<file path="src/rtl/ml_vec_driver.sv">
// rtl/ml_vec_driver.sv - four-phase dual-rail word injector/collector for a Morphle Logic yellow-cell array
module ml_vec_driver #(
  parameter int WIDTH       = 8,
  parameter int SYNC_STAGES = 2,
  parameter int TIMEOUT     = 255
) (
  input  logic                 clk,
  input  logic                 reset_n,
  input  logic                 in_valid,
  output logic                 in_ready,
  input  logic [WIDTH-1:0]     in_data,
  output logic                 res_valid,
  input  logic                 res_ready,
  output logic [WIDTH-1:0]     res_data,
  output logic [1:0]           res_err,
  output logic                 busy,
  output logic [2*WIDTH-1:0]   ml_drv,
  input  logic [2*WIDTH-1:0]   ml_rsp
);

  localparam int TW_RAW = $clog2(TIMEOUT + 1);
  localparam int TW     = (TW_RAW < 1) ? 1 : TW_RAW;
  localparam logic [TW-1:0] TIMER_LAST = TW'(TIMEOUT - 1);

  localparam logic [1:0] ST_IDLE   = 2'd0;
  localparam logic [1:0] ST_DRIVE  = 2'd1;
  localparam logic [1:0] ST_DRAIN  = 2'd2;
  localparam logic [1:0] ST_RESULT = 2'd3;

  logic [1:0]         state;
  logic [TW-1:0]      timer;
  logic [2*WIDTH-1:0] sync_q [SYNC_STAGES];
  logic [2*WIDTH-1:0] rs;
  logic               any_ill;
  logic               all_full;
  logic               all_empty;
  logic               timeout_hit;
  logic [WIDTH-1:0]   rs_hi;
  logic [2*WIDTH-1:0] drv_word;

  // ml_rsp is asynchronous to clk; every bit goes through its own flop chain
  always_ff @(posedge clk or negedge reset_n) begin
    if (!reset_n) begin
      for (int s = 0; s < SYNC_STAGES; s++) sync_q[s] <= '0;
    end else begin
      sync_q[0] <= ml_rsp;
      for (int s = 1; s < SYNC_STAGES; s++) sync_q[s] <= sync_q[s-1];
    end
  end

  assign rs = sync_q[SYNC_STAGES-1];

  always_comb begin
    any_ill   = 1'b0;
    all_full  = 1'b1;
    all_empty = 1'b1;
    rs_hi     = '0;
    drv_word  = '0;
    for (int i = 0; i < WIDTH; i++) begin
      if (rs[2*i +: 2] == 2'b11) any_ill = 1'b1;
      if (!((rs[2*i +: 2] == 2'b01) || (rs[2*i +: 2] == 2'b10))) all_full = 1'b0;
      if (rs[2*i +: 2] != 2'b00) all_empty = 1'b0;
      rs_hi[i]          = rs[2*i+1];
      drv_word[2*i +: 2] = in_data[i] ? 2'b10 : 2'b01;
    end
  end

  assign timeout_hit = (TIMEOUT != 0) && (timer == TIMER_LAST);

  assign in_ready  = reset_n && (state == ST_IDLE);
  assign busy      = (state != ST_IDLE);
  assign res_valid = (state == ST_RESULT);

  always_ff @(posedge clk or negedge reset_n) begin
    if (!reset_n) begin
      state    <= ST_IDLE;
      timer    <= '0;
      ml_drv   <= '0;
      res_data <= '0;
      res_err  <= 2'b00;
    end else begin
      case (state)
        ST_IDLE: begin
          if (in_valid) begin
            ml_drv  <= drv_word;
            timer   <= '0;
            res_err <= 2'b00;
            state   <= ST_DRIVE;
          end
        end
        ST_DRIVE: begin
          if (any_ill) begin
            res_err[1] <= 1'b1;
            res_data   <= '0;
            ml_drv     <= '0;
            timer      <= '0;
            state      <= ST_DRAIN;
          end else if (all_full) begin
            res_data <= rs_hi;
            ml_drv   <= '0;
            timer    <= '0;
            state    <= ST_DRAIN;
          end else if (timeout_hit) begin
            res_err[0] <= 1'b1;
            res_data   <= '0;
            ml_drv     <= '0;
            timer      <= '0;
            state      <= ST_DRAIN;
          end else if (!(&timer)) begin
            timer <= timer + 1'b1;
          end
        end
        ST_DRAIN: begin
          ml_drv <= '0;
          if (all_empty) begin
            state <= ST_RESULT;
          end else begin
            // a stuck-illegal lane must still be able to time out of DRAIN
            if (any_ill) res_err[1] <= 1'b1;
            if (timeout_hit) begin
              res_err[0] <= 1'b1;
              state      <= ST_RESULT;
            end else if (!(&timer)) begin
              timer <= timer + 1'b1;
            end
          end
        end
        default: begin
          if (res_ready) state <= ST_IDLE;
        end
      endcase
    end
  end

endmodule
</file>
<file path="config.mk">
export PLATFORM = sky130hd
export DESIGN_NAME = ml_vec_driver
export DESIGN_NICKNAME = d
export VERILOG_FILES = /design/src/rtl/ml_vec_driver.sv
export SDC_FILE = /design/constraint.sdc
export NUM_CORES = 1
export LEC_CHECK = 0
export BUFFER_PORTS_ARGS = -buffer_cell sky130_fd_sc_hd__buf_2
export CORE_UTILIZATION = 40
export CTS_CLUSTER_SIZE = 28
export DETAILED_ROUTE_END_ITERATION = 6
export PLACE_DENSITY_LB_ADDON = 0.12
export SLEW_MARGIN = 20
export SYNTH_ARGS = -nofsm -noshare
export SYNTH_HDL_FRONTEND = slang
export SYNTH_SLANG_ARGS = --single-unit
</file>
<file path="constraint.sdc">
create_clock -name clk -period 5.2 [get_ports clk]
set_clock_uncertainty 0.1 [all_clocks]
set_input_delay 0.52 -clock clk [delete_from_list [all_inputs] [get_ports clk]]
set_output_delay 0.52 -clock clk [all_outputs]
set_load 0.03 [all_outputs]
</file>
==> results of run 1 <==
-- state kept, by name (all words and copies together) (netlist names) --
register / cells
ml_drv: 16
res_data: 8
res_err: 2
rs: 16
state: 2
sync_q: 16
timer: 8
-- area by class of cell --
cell class / count / area [um2]
fillers: 633 / 3410
flip-flops and latches: 68 / 1700
multi-input cells: 154 / 1050
repair buffers: 57 / 288
clock buffers: 9 / 124
well taps: 96 / 120
inverters: 25 / 93.8
clock inverters: 7 / 80.1
-- metal layers --
| metal | global-route usage, % | up-vias | wire [um] |
|---|---|---|---|
| met3 | 5.62 | 5 | 268 |
| li1 | - | 984 | - |
| met4 | 8.18 | 0 | 65 |
| met2 | 22.9 | 52 | 2350 |
| met5 | 0 | - | 0 |
| met1 | 20.8 | 910 | 2500 |
-- cells in the mapped netlist, types with 3 or more instances --
master,number,share of area (%)
a21oi_1,14,2.4
buf_2,6,1.0
dfrtp_1,68,59
ha_1,23,10
inv_1,25,3.3
mux2i_1,3,1.0
nand2_1,49,6.4
nand3_1,3,0.52
nand4_1,7,1.5
nor2_1,5,0.65
o21ai_0,11,1.9
o21ai_1,9,1.6
o31ai_1,10,2.6
-- worst max path at each step --
stage                  start        end  slack (ps)  cells after the start
CTS                    rs[9]  ml_drv[9]        2560                      5
floorplan           state[0]   timer[6]        3260                      8
global placement       rs[8]  ml_drv[9]        2660                      5
detailed placement     rs[9]  ml_drv[9]        2570                      5
global route        state[0]   timer[1]        2380                      7
finish              state[0]   timer[1]        2590                      7
-- stage by stage --
stage,setup slack (ps),hold WS (ps)
2_1_floorplan,3260,124
3_3_place_gp,2660,232
3_5_place_dp,2570,235
4_1_cts,2560,147
5_1_grt,2380,136
6_report,2590,174
-- cell usage in the layout (no fill, tap or decap) --
master and instances:
dfrtp_1 68, buf_2 56, nand2_1 49, inv_1 25, ha_1 23, a21oi_1 14
o21ai_0 11, o31ai_1 10, o21ai_1 9, clkbuf_8 9, nand4_1 7, nor2_1 5
inv_6 4, nand3_1 3, mux2i_1 3, nor4_4 2, o211ai_4 2, a41oi_1 2
clkinvlp_4 2, and2_1 1, nand2b_1 1, o311ai_1 1, o32ai_4 1, nand3b_1 1
a21boi_1 1, o22ai_1 1, o21ai_2 1, nor3_2 1, o21bai_1 1, o32ai_1 1
o22a_1 1, nor3_1 1, a31oi_1 1, bufinv_16 1, buf_4 1
-- power groups by stage --
stage | combinational, mW | sequential [mW] | clock (mW)
5_1_grt | 0.695 | 0.665 | 0.483
4_1_cts | 0.622 | 0.654 | 0.459
3_5_place_dp | 0.618 | 0.666 | 0
3_3_place_gp | 0.609 | 0.663 | 0
6_report | 0.622 | 0.653 | 0.441
2_1_floorplan | 0.371 | 0.759 | 0
-- kinds of logic (layout without fill, tap and decap cells) --
| kind of cell | after synthesis | in the layout | synth area share [%] |
|---|---|---|---|
| buf+inv | 33 | 98 | 4.57 |
| simple gates | 71 | 71 | 11.8 |
| fa+ha+maj | 23 | 23 | 10.0 |
| flops | 68 | 68 | 59.2 |
| compound gates | 57 | 57 | 13.4 |
| mux | 3 | 3 | 1.04 |
==> results.sh, run 1 <==
export IMPL_track_usage_pct=15.8
export IMPL_firstDrtPassIters=4
export IMPL_io_pins=57
export IMPL_critical_path_max_fanout=14
export IMPL_hpwlAfterDp_um=3670
export IMPL_wire_per_inst_um=12.5
export IMPL_leakagePower_nw=1.68
export IMPL_grt_overflow_total=0
export IMPL_chipWidth_um=86.8
export IMPL_power_density_mw_per_mm2=496
export IMPL_syn_inst=255
export IMPL_synth_area_mm2=0.00288
export IMPL_fin_util_pct=50.4
export IMPL_clock_path_buffers=2
export IMPL_stdcell_count=416
export IMPL_power_mw=1.72
export IMPL_rsz0062_at_grt="false"
export IMPL_comb_power_share_pct=36.2
export IMPL_pwr_share_clk_pct=25.7
export IMPL_slew_violations=0
export IMPL_outcome="finished clean"
export IMPL_cap_viol_max_count=0
export IMPL_path_clk_slew_ps=80
export IMPL_final_hold_viol_count=0
export IMPL_drcViolationCount=0
export IMPL_period_needed_ps=2610
export IMPL_vias_per_cell=4.69
export IMPL_cts_made_buffers=9
export IMPL_setup_viol=0
export IMPL_layout_drive_gt1_share_pct=25.0
export IMPL_required_ps=5320
export IMPL_place_inst=400
export IMPL_hold_end="sync_q[23]"
export IMPL_cts_tree="done"
export IMPL_gp_congestion=0.728
export IMPL_placementRows=30
export IMPL_fmax_mhz=383
export IMPL_worstReg2RegEnd="timer[1]"
export IMPL_ir_drop_mv=0.162
export IMPL_place_area_mm2=0.00325
export IMPL_slew_headroom_pct=30.3
export IMPL_yosysWarnings=0
export IMPL_timing_rr_start="state[0]"
export IMPL_synth_edf_count=0
export IMPL_synth_flop_cell="dfrtp_1"
export IMPL_via_count=1951
export IMPL_holdPathStages=1
export IMPL_ys_seq_elements=68
export IMPL_cts_hold_buf=0
export IMPL_reg2regPathDepth=7
export IMPL_cp_top_family="compound AO/OA/AOI/OAI gates"
export IMPL_antenna_found_initial=0
export IMPL_swShare_pct=40.3
export IMPL_crit_path_start_kind="flop"
export IMPL_arrival_ps=2730
export IMPL_worst_slew_pin_slew_ps=1050
export IMPL_dieHeight_um=86.8
export IMPL_layout_nets=366
export IMPL_timing_final_crit_share_pct=50.2
export IMPL_synth_nets=306
export IMPL_synth_area_per_cell_um2=11.3
export IMPL_p_sw_mw=0.691
export IMPL_grt_max_degree=69
export IMPL_ctsRootBufferMaster="clkbuf_8"
export IMPL_dieArea_mm2=0.00753
export IMPL_first_global_vias=1841
export IMPL_ant_nets=0
export IMPL_cp_slowest_cell="a21oi_1"
export IMPL_p_int_mw=1.02
export IMPL_cpPeakStageDelay_ps=840
export IMPL_grt_pass1_wl_um=8760
export IMPL_cts_setup_buffers=0
export IMPL_worstPathCellList="inv_1 > ha_1 > nand2b_1 > o311ai_1 > a21oi_1 > a21boi_1 > o22ai_1"
export IMPL_htree_num_levels=3
export IMPL_synth_distinct_cells=32
export IMPL_hp_start="ml_rsp[7]"
export IMPL_worstSetupPathType="reg2reg"
export IMPL_cts_resized=0
export IMPL_cts_sinks=68
export IMPL_clk_latency_ps=340
export IMPL_start_util_pct=41.9
export IMPL_worstSetupEndpointType="flop"
export IMPL_p_seq_share_pct=38.1
export IMPL_totalWireLength_um=5190
export IMPL_drt_iter0_markers=88
export IMPL_diodes=0
export IMPL_area_delta_synth_final_pct=20.3
export IMPL_fin_area_mm2=0.00346
export IMPL_path_buf_inv=1
export IMPL_core_mm2=0.00687
export IMPL_async_flop_share_pct=100
export IMPL_hold_class="in2reg"
export IMPL_tns_ps=0
export IMPL_regToRegSetupSlack_ps=2590
export IMPL_port_buffer_count=56
export IMPL_synth_sequential_area_ratio_pct=59.2
Note: power is estimated with default switching activity, not from simulation.
==> run 2, diff against run 1 <==
--- a/config.mk
+++ b/config.mk
@@ -5,6 +5,7 @@
 export SDC_FILE = /design/constraint.sdc
 export NUM_CORES = 1
 export LEC_CHECK = 0
+export ABC_AREA = 1
 export BUFFER_PORTS_ARGS = -buffer_cell sky130_fd_sc_hd__buf_2
 export CORE_UTILIZATION = 40
 export CTS_CLUSTER_SIZE = 28
==> constraint.sdc (replaced) <==
create_clock -name clk -period 2.1 [get_ports clk]
set_clock_uncertainty 0.1 [all_clocks]
set_input_delay 0.21 -clock clk [delete_from_list [all_inputs] [get_ports clk]]
set_output_delay 0.21 -clock clk [all_outputs]
set_load 0.03 [all_outputs]
==> run 2 against run 1 <==
Compared with the run above: clock power increased by 120%; highest routed layer unchanged; first-iteration DRC count unchanged; synthesized cell count increased by 29%; critical endpoint is now ml_drv[3]; clock-buffer cell count increased by 2; hold slack got worse by 160 ps; total power increased to 2.6 times the previous value; non-clock buffer count increased by 22; flip-flop and latch count unchanged.
==> results.sh, run 2 <==
export IMPL_totalWireLength_um=6010
export IMPL_grt_overflow_total=0
export IMPL_io_pins=57
export IMPL_grt_use_met2_pct=24.6
export IMPL_rsz0062_at_grt="false"
export IMPL_pwr_share_clk_pct=22.0
export IMPL_synth_flop_cell="dfrtp_1"
export IMPL_reg2regPathDepth=9
export IMPL_synth_area_per_cell_um2=9.46
export IMPL_arrival_ps=1970
export IMPL_area_delta_synth_final_pct=23.9
export IMPL_first_global_vias=2252
export IMPL_mostFrequentLayoutCell="nand2_1"
export IMPL_fin_area_mm2=0.00387
export IMPL_diodes=0
export IMPL_ys_seq_elements=68
export IMPL_port_buffer_count=56
export IMPL_worst_slew_pin_slew_ps=827
export IMPL_placementRows=31
export IMPL_path_depth=9
export IMPL_cts_sinks=68
export IMPL_gr_max_usage_layer="met2"
export IMPL_via_count=2297
export IMPL_syn_inst=330
export IMPL_worstSetupPathType="reg2reg"
export IMPL_p_seq_share_pct=37.2
export IMPL_slew_headroom_pct=44.8
export IMPL_tns_ps=0
export IMPL_ctsRootBufferMaster="clkbuf_8"
export IMPL_chipWidth_um=90.3
export IMPL_n_fill_cell=719
export IMPL_antenna_found_initial=0
export IMPL_worstReg2RegEnd="ml_drv[3]"
export IMPL_track_usage_pct=16.6
export IMPL_synth_distinct_cells=23
export IMPL_layout_nets=466
export IMPL_path_clk_slew_ps=80
export IMPL_worstSetupEndpointType="flop"
export IMPL_cpPeakStageDelay_ps=400
export IMPL_dieHeight_um=90.3
export IMPL_synth_sequential_area_ratio_pct=54.5
export IMPL_cts_resized=0
export IMPL_final_cell_mix="nand2_1 (104), dfrtp_1 (68), buf_2 (56)"
export IMPL_cap_viol_max_count=0
export IMPL_cts_made_buffers=9
export IMPL_p_int_mw=2.56
export IMPL_ys_top_cells_by_count="nand2_1 (104), dfrtp_1 (68), inv_1 (35)"
export IMPL_layout_drive_gt1_share_pct=25.2
export IMPL_hpwlAfterDp_um=4160
export IMPL_synth_area_mm2=0.00312
export IMPL_start_util_pct=42.1
export IMPL_critical_path_max_fanout=13
export IMPL_setup_viol=0
export IMPL_hold_class="in2async"
export IMPL_timing_rr_start="rs[3]"
export IMPL_synth_edf_count=0
export IMPL_required_ps=2270
export IMPL_core_mm2=0.00741
export IMPL_synth_nets=381
export IMPL_grt_pass1_wl_um=10800
export IMPL_endpoint="ml_drv[3]"
export IMPL_htree_num_levels=3
export IMPL_swShare_pct=42.2
export IMPL_clock_path_buffers=2
export IMPL_crit_path_start_kind="flop"
export IMPL_cp_slowest_cell="dfrtp_1"
export IMPL_cts_setup_buffers=0
export IMPL_synth_most_common_cell="nand2_1"
export IMPL_final_hold_viol_count=0
export IMPL_ys_top_cells_by_area="dfrtp_1 (55%), nand2_1 (13%), ha_1 (9.2%)"
export IMPL_leakagePower_nw=2.08
export IMPL_power_density_mw_per_mm2=1150
export IMPL_timing_final_crit_share_pct=85.6
export IMPL_period_needed_ps=1800
export IMPL_drt_iter0_markers=88
export IMPL_regToRegSetupSlack_ps=300
export IMPL_dieArea_mm2=0.00816
export IMPL_grt_max_degree=69
export IMPL_clk_latency_ps=340
export IMPL_outcome="finished clean"
export IMPL_firstDrtPassIters=4
export IMPL_cts_tree="done"
export IMPL_slew_violations=0
export IMPL_grtUsageMet1_pct=23.1
export IMPL_fmax_mhz=556
export IMPL_vias_per_cell=4.43
export IMPL_groute_layer_met3_usage_pct=4.38
export IMPL_wire_per_inst_um=11.6
export IMPL_worstPathCellList="ha_1 > nor2_1 > nand2_1 > nor2_4 > nand2_2 > o21ai_4 > buf_4 > nand2_1 > o21ai_2"
export IMPL_comb_power_share_pct=40.8
export IMPL_cpMostUsedCell="nand2_1"
export IMPL_ant_nets=0
export IMPL_async_flop_share_pct=100
export IMPL_p_sw_mw=1.87
export IMPL_path_buf_inv=1
export IMPL_synth_top_area_share_pct=54.5
export IMPL_yosysWarnings=0
export IMPL_ir_drop_mv=0.668
export IMPL_place_area_mm2=0.00353
export IMPL_gp_congestion=0.776
export IMPL_yosys_area_top_type="dfrtp_1"
export IMPL_cp_top_family="simple AND/OR/NAND/NOR gates"
export IMPL_cts_hold_buf=16
export IMPL_crit_start="rs[3]"
export IMPL_drcViolationCount=0
-- run 2: routing by layer --
metal  share of wire (%)  up-vias
met5                   0        -
met1                  49     1045
met3                 4.6       10
met2                  45       48
li1                    -     1194
met4                 1.5        0
-- run 2: worst min path at each step --
stage	to	slack [ps]	cells after the start
floorplan	ml_drv[0]	-190	0
global placement	sync_q[17]	220	1
detailed placement	sync_q[17]	220	1
CTS	ml_drv[8]	4	4
global route	ml_drv[13]	30	3
finish	rs[10]	20	2
-- run 2: kinds of logic (layout without fill, tap and decap cells) --
family / after synthesis / after routing / share of synthesized area (%)
simple gates: 166 / 166 / 23.4
flops: 68 / 68 / 54.5
buf+inv: 42 / 132 / 6.01
compound gates: 30 / 30 / 6.58
fa+ha+maj: 23 / 23 / 9.22
xor+xnor: 1 / 1 / 0.281
-- run 2: layout make-up --
| cell class | instances | area [um2] | share of cell area, % |
|---|---|---|---|
| repair buffers | 79 | 493 | 12.8 |
| inverters | 37 | 139 | 3.59 |
| multi-input cells | 220 | 1230 | 31.8 |
| well taps | 99 | 124 | 3.20 |
| flip-flops and latches | 68 | 1700 | 44.0 |
| clock buffers | 11 | 141 | 3.66 |
| clock inverters | 5 | 36.3 | 0.939 |
-- run 2: per-stage QoR --
stage / cells / utilization, % / hold WS, ps / setup WS [ps] / total power, mW
after floorplan: 330 / - / -186 / 265 / 2.96
after global placement: 487 / 47.6 / 218 / 313 / 3.46
after detailed placement: 487 / 47.6 / 219 / 309 / 3.47
after CTS: 519 / 52.2 / 3.97 / 282 / 4.49
after global routing: 519 / 52.2 / 26.5 / 83.7 / 4.76
final: 519 / 52.2 / 18.1 / 302 / 4.43
-- run 2: power groups by stage --
stage | combinational [mW] | sequential, mW | clock [mW]
floorplan | 1.06 | 1.90 | 0
global placement | 1.79 | 1.67 | 0
detailed placement | 1.80 | 1.67 | 0
CTS | 1.83 | 1.65 | 1.00
global route | 2.02 | 1.68 | 1.06
finish | 1.81 | 1.65 | 0.973
-- run 2: worst register-to-register path, cell delays in order (launching register included) --
cell and delay [ps]:
dfrtp_1 400, ha_1 180, nor2_1 130, nand2_1 100
nor2_4 150, nand2_2 110, o21ai_4 180, buf_4 240
nand2_1 90, o21ai_2 50
==> run 3, diff against run 2 <==
--- a/config.mk
+++ b/config.mk
@@ -6,10 +6,10 @@
 export NUM_CORES = 1
 export LEC_CHECK = 0
 export ABC_AREA = 1
-export BUFFER_PORTS_ARGS = -buffer_cell sky130_fd_sc_hd__buf_2
 export CORE_UTILIZATION = 40
 export CTS_CLUSTER_SIZE = 28
 export DETAILED_ROUTE_END_ITERATION = 6
+export DONT_BUFFER_PORTS = 1
 export PLACE_DENSITY_LB_ADDON = 0.12
 export SLEW_MARGIN = 20
 export SYNTH_ARGS = -nofsm -noshare
==> constraint.sdc (replaced) <==
create_clock -name clk -period 1.7 [get_ports clk]
set_clock_uncertainty 0.1 [all_clocks]
set_input_delay 0.17 -clock clk [delete_from_list [all_inputs] [get_ports clk]]
set_output_delay 0.17 -clock clk [all_outputs]
set_load 0.03 [all_outputs]
==> run 3 against run 2 <==
Compared with the run above: the run now ends with negative hold slack, negative setup slack left; sequential power is 44% higher; first-iteration DRC count rose by 18%; hold slack got worse by 610 ps; via count up 1.1%; cell area increased by 10%; cell count fell by 3.3%; fmax decreased by 0.69%; critical endpoint is now ml_drv[10]; flip-flop and latch count unchanged; largest cell class unchanged.
==> results.sh, run 3 (same netlist as run 2, synthesis figures left out) <==
export IMPL_area_delta_synth_final_pct=36.6
export IMPL_hold_class="in2async"
export IMPL_htree_num_levels=3
export IMPL_setup_viol=33
export IMPL_fin_area_mm2=0.00426
export IMPL_period_needed_ps=1810
export IMPL_vias_per_cell=4.63
export IMPL_worst_slew_pin_slew_ps=373
export IMPL_ctsRootBufferMaster="clkbuf_8"
export IMPL_start_util_pct=42.1
export IMPL_timing_final_crit_share_pct=107
export IMPL_final_cell_mix="nand2_1 (81), dfrtp_1 (68), inv_1 (30)"
export IMPL_mostFrequentLayoutCell="nand2_1"
export IMPL_cts_tree="done"
export IMPL_hpwlAfterDp_um=4170
export IMPL_power_mw=6.35
export IMPL_layout_nets=449
export IMPL_cp_slowest_cell="dfrtp_1"
export IMPL_via_count=2323
export IMPL_drt_iter0_markers=104
export IMPL_cap_viol_max_count=0
export IMPL_clock_path_buffers=2
export IMPL_dieHeight_um=90.3
export IMPL_cp_top_family="simple AND/OR/NAND/NOR gates"
export IMPL_slew_violations=0
export IMPL_required_ps=1890
export IMPL_io_pins=57
export IMPL_cts_made_buffers=9
export IMPL_fmax_mhz=552
export IMPL_postLayoutSetupSlackWorst_ps=-111
export IMPL_worstSetupEndpointType="flop"
export IMPL_leakagePower_nw=2.08
export IMPL_grt_max_degree=70
export IMPL_clk_latency_ps=350
export IMPL_antenna_found_initial=0
export IMPL_path_clk_slew_ps=80
export IMPL_diodes=0
export IMPL_path_buf_inv=3
export IMPL_totalWireLength_um=6690
export IMPL_final_hold_viol_count=68
export IMPL_rsz0062_at_grt="true"
export IMPL_wire_per_inst_um=13.3
export IMPL_core_mm2=0.00741
export IMPL_place_area_mm2=0.00338
export IMPL_grt_overflow_total=0
export IMPL_track_usage_pct=17.7
export IMPL_grt_pass1_wl_um=11300
export IMPL_tns_ps=-2170
export IMPL_layout_drive_gt1_share_pct=34.5
export IMPL_worstPathCellList="inv_1 > ha_1 > nand2_2 > nor2_4 > nand2_2 > nand2_4 > o21ai_4 > buf_6 > buf_8 > nand2_2 > nand2_1"
export IMPL_outcome="finished, violations left"
export IMPL_gp_congestion=0.804
export IMPL_ant_nets=0
export IMPL_failed_checks="negative hold slack, negative setup slack"
export IMPL_placementRows=31
export IMPL_crit_path_start_kind="flop"
export IMPL_chipWidth_um=90.3
export IMPL_firstDrtPassIters=4
export IMPL_ir_drop_mv=0.911
export IMPL_critical_path_max_fanout=6
export IMPL_cpMostUsedCell="nand2_2"
export IMPL_power_density_mw_per_mm2=1490
export IMPL_cpPeakStageDelay_ps=390
export IMPL_slew_headroom_pct=75.1
export IMPL_first_global_vias=2345
export IMPL_worstSetupPathType="reg2reg"
export IMPL_whs_ps=-594
export IMPL_dieArea_mm2=0.00816
export IMPL_port_buffer_count=0
export IMPL_cts_hold_buf=24
export IMPL_cts_sinks=68
export IMPL_arrival_ps=2000
export IMPL_drcViolationCount=0
==> run 3: repair_timing <==
item | 4_1_cts | 5_1_grt
hold endpoints to repair | 100 | 68
setup endpoints to repair | 35 | 37
pin swaps | 22 | 17
gates cloned | 2 | 0
setup buffers | 14 | 2
resized for setup | 40 | 46
==> run 3: final cells by class <==
cell class	count	area [um2]
Fill cell	654	3150
Clock inverter	7	80.1
Inverter	37	146
Tap cell	99	124
Clock buffer	9	124
Timing Repair Buffer	62	603
Sequential cell	68	1700
Multi-Input combinational cell	220	1480
==> run 3: layer usage <==
metal  up-vias  wire length, um  global-route usage (%)
li1       1162                -                       -
met1      1099             3050                    23.3
met2        54             3120                    26.6
met3         8              429                    7.41
met4         0               87                    5.51
met5         -                0                       0
==> run 3: power by group <==
group | leakage (nW) | internal, mW | total (mW) | switching (mW)
Sequential | 0.853 | 1.86 | 2.38 | 0.521
Clock | 0.0973 | 0.697 | 1.38 | 0.686
Combinational | 1.13 | 1.15 | 2.58 | 1.43
Total | 2.08 | 3.71 | 6.35 | 2.64
==> run 3: final timing paths <==
kind	startpoint	end	slack, ps	depth (start not counted)
max	rs[11]	ml_drv[10]	-110	11
min in group clk	res_ready	state[1]	140	5
max reg2reg	rs[11]	ml_drv[10]	-110	11
min	reset_n	rs[9]	-590	0
min reg2reg	sync_q[19]	rs[3]	250	0
max in group asynchronous	reset_n	rs[5]	1990	0
==> run 3: metrics by stage <==
step | util, % | setup slack, ps | instances
2_1_floorplan | - | 10.6 | 330
3_3_place_gp | 45.6 | -52.2 | 445
3_5_place_dp | 45.6 | -57.8 | 445
4_1_cts | 55.5 | -75.7 | 501
5_1_grt | 57.5 | -197 | 502
6_report | 57.5 | -111 | 502
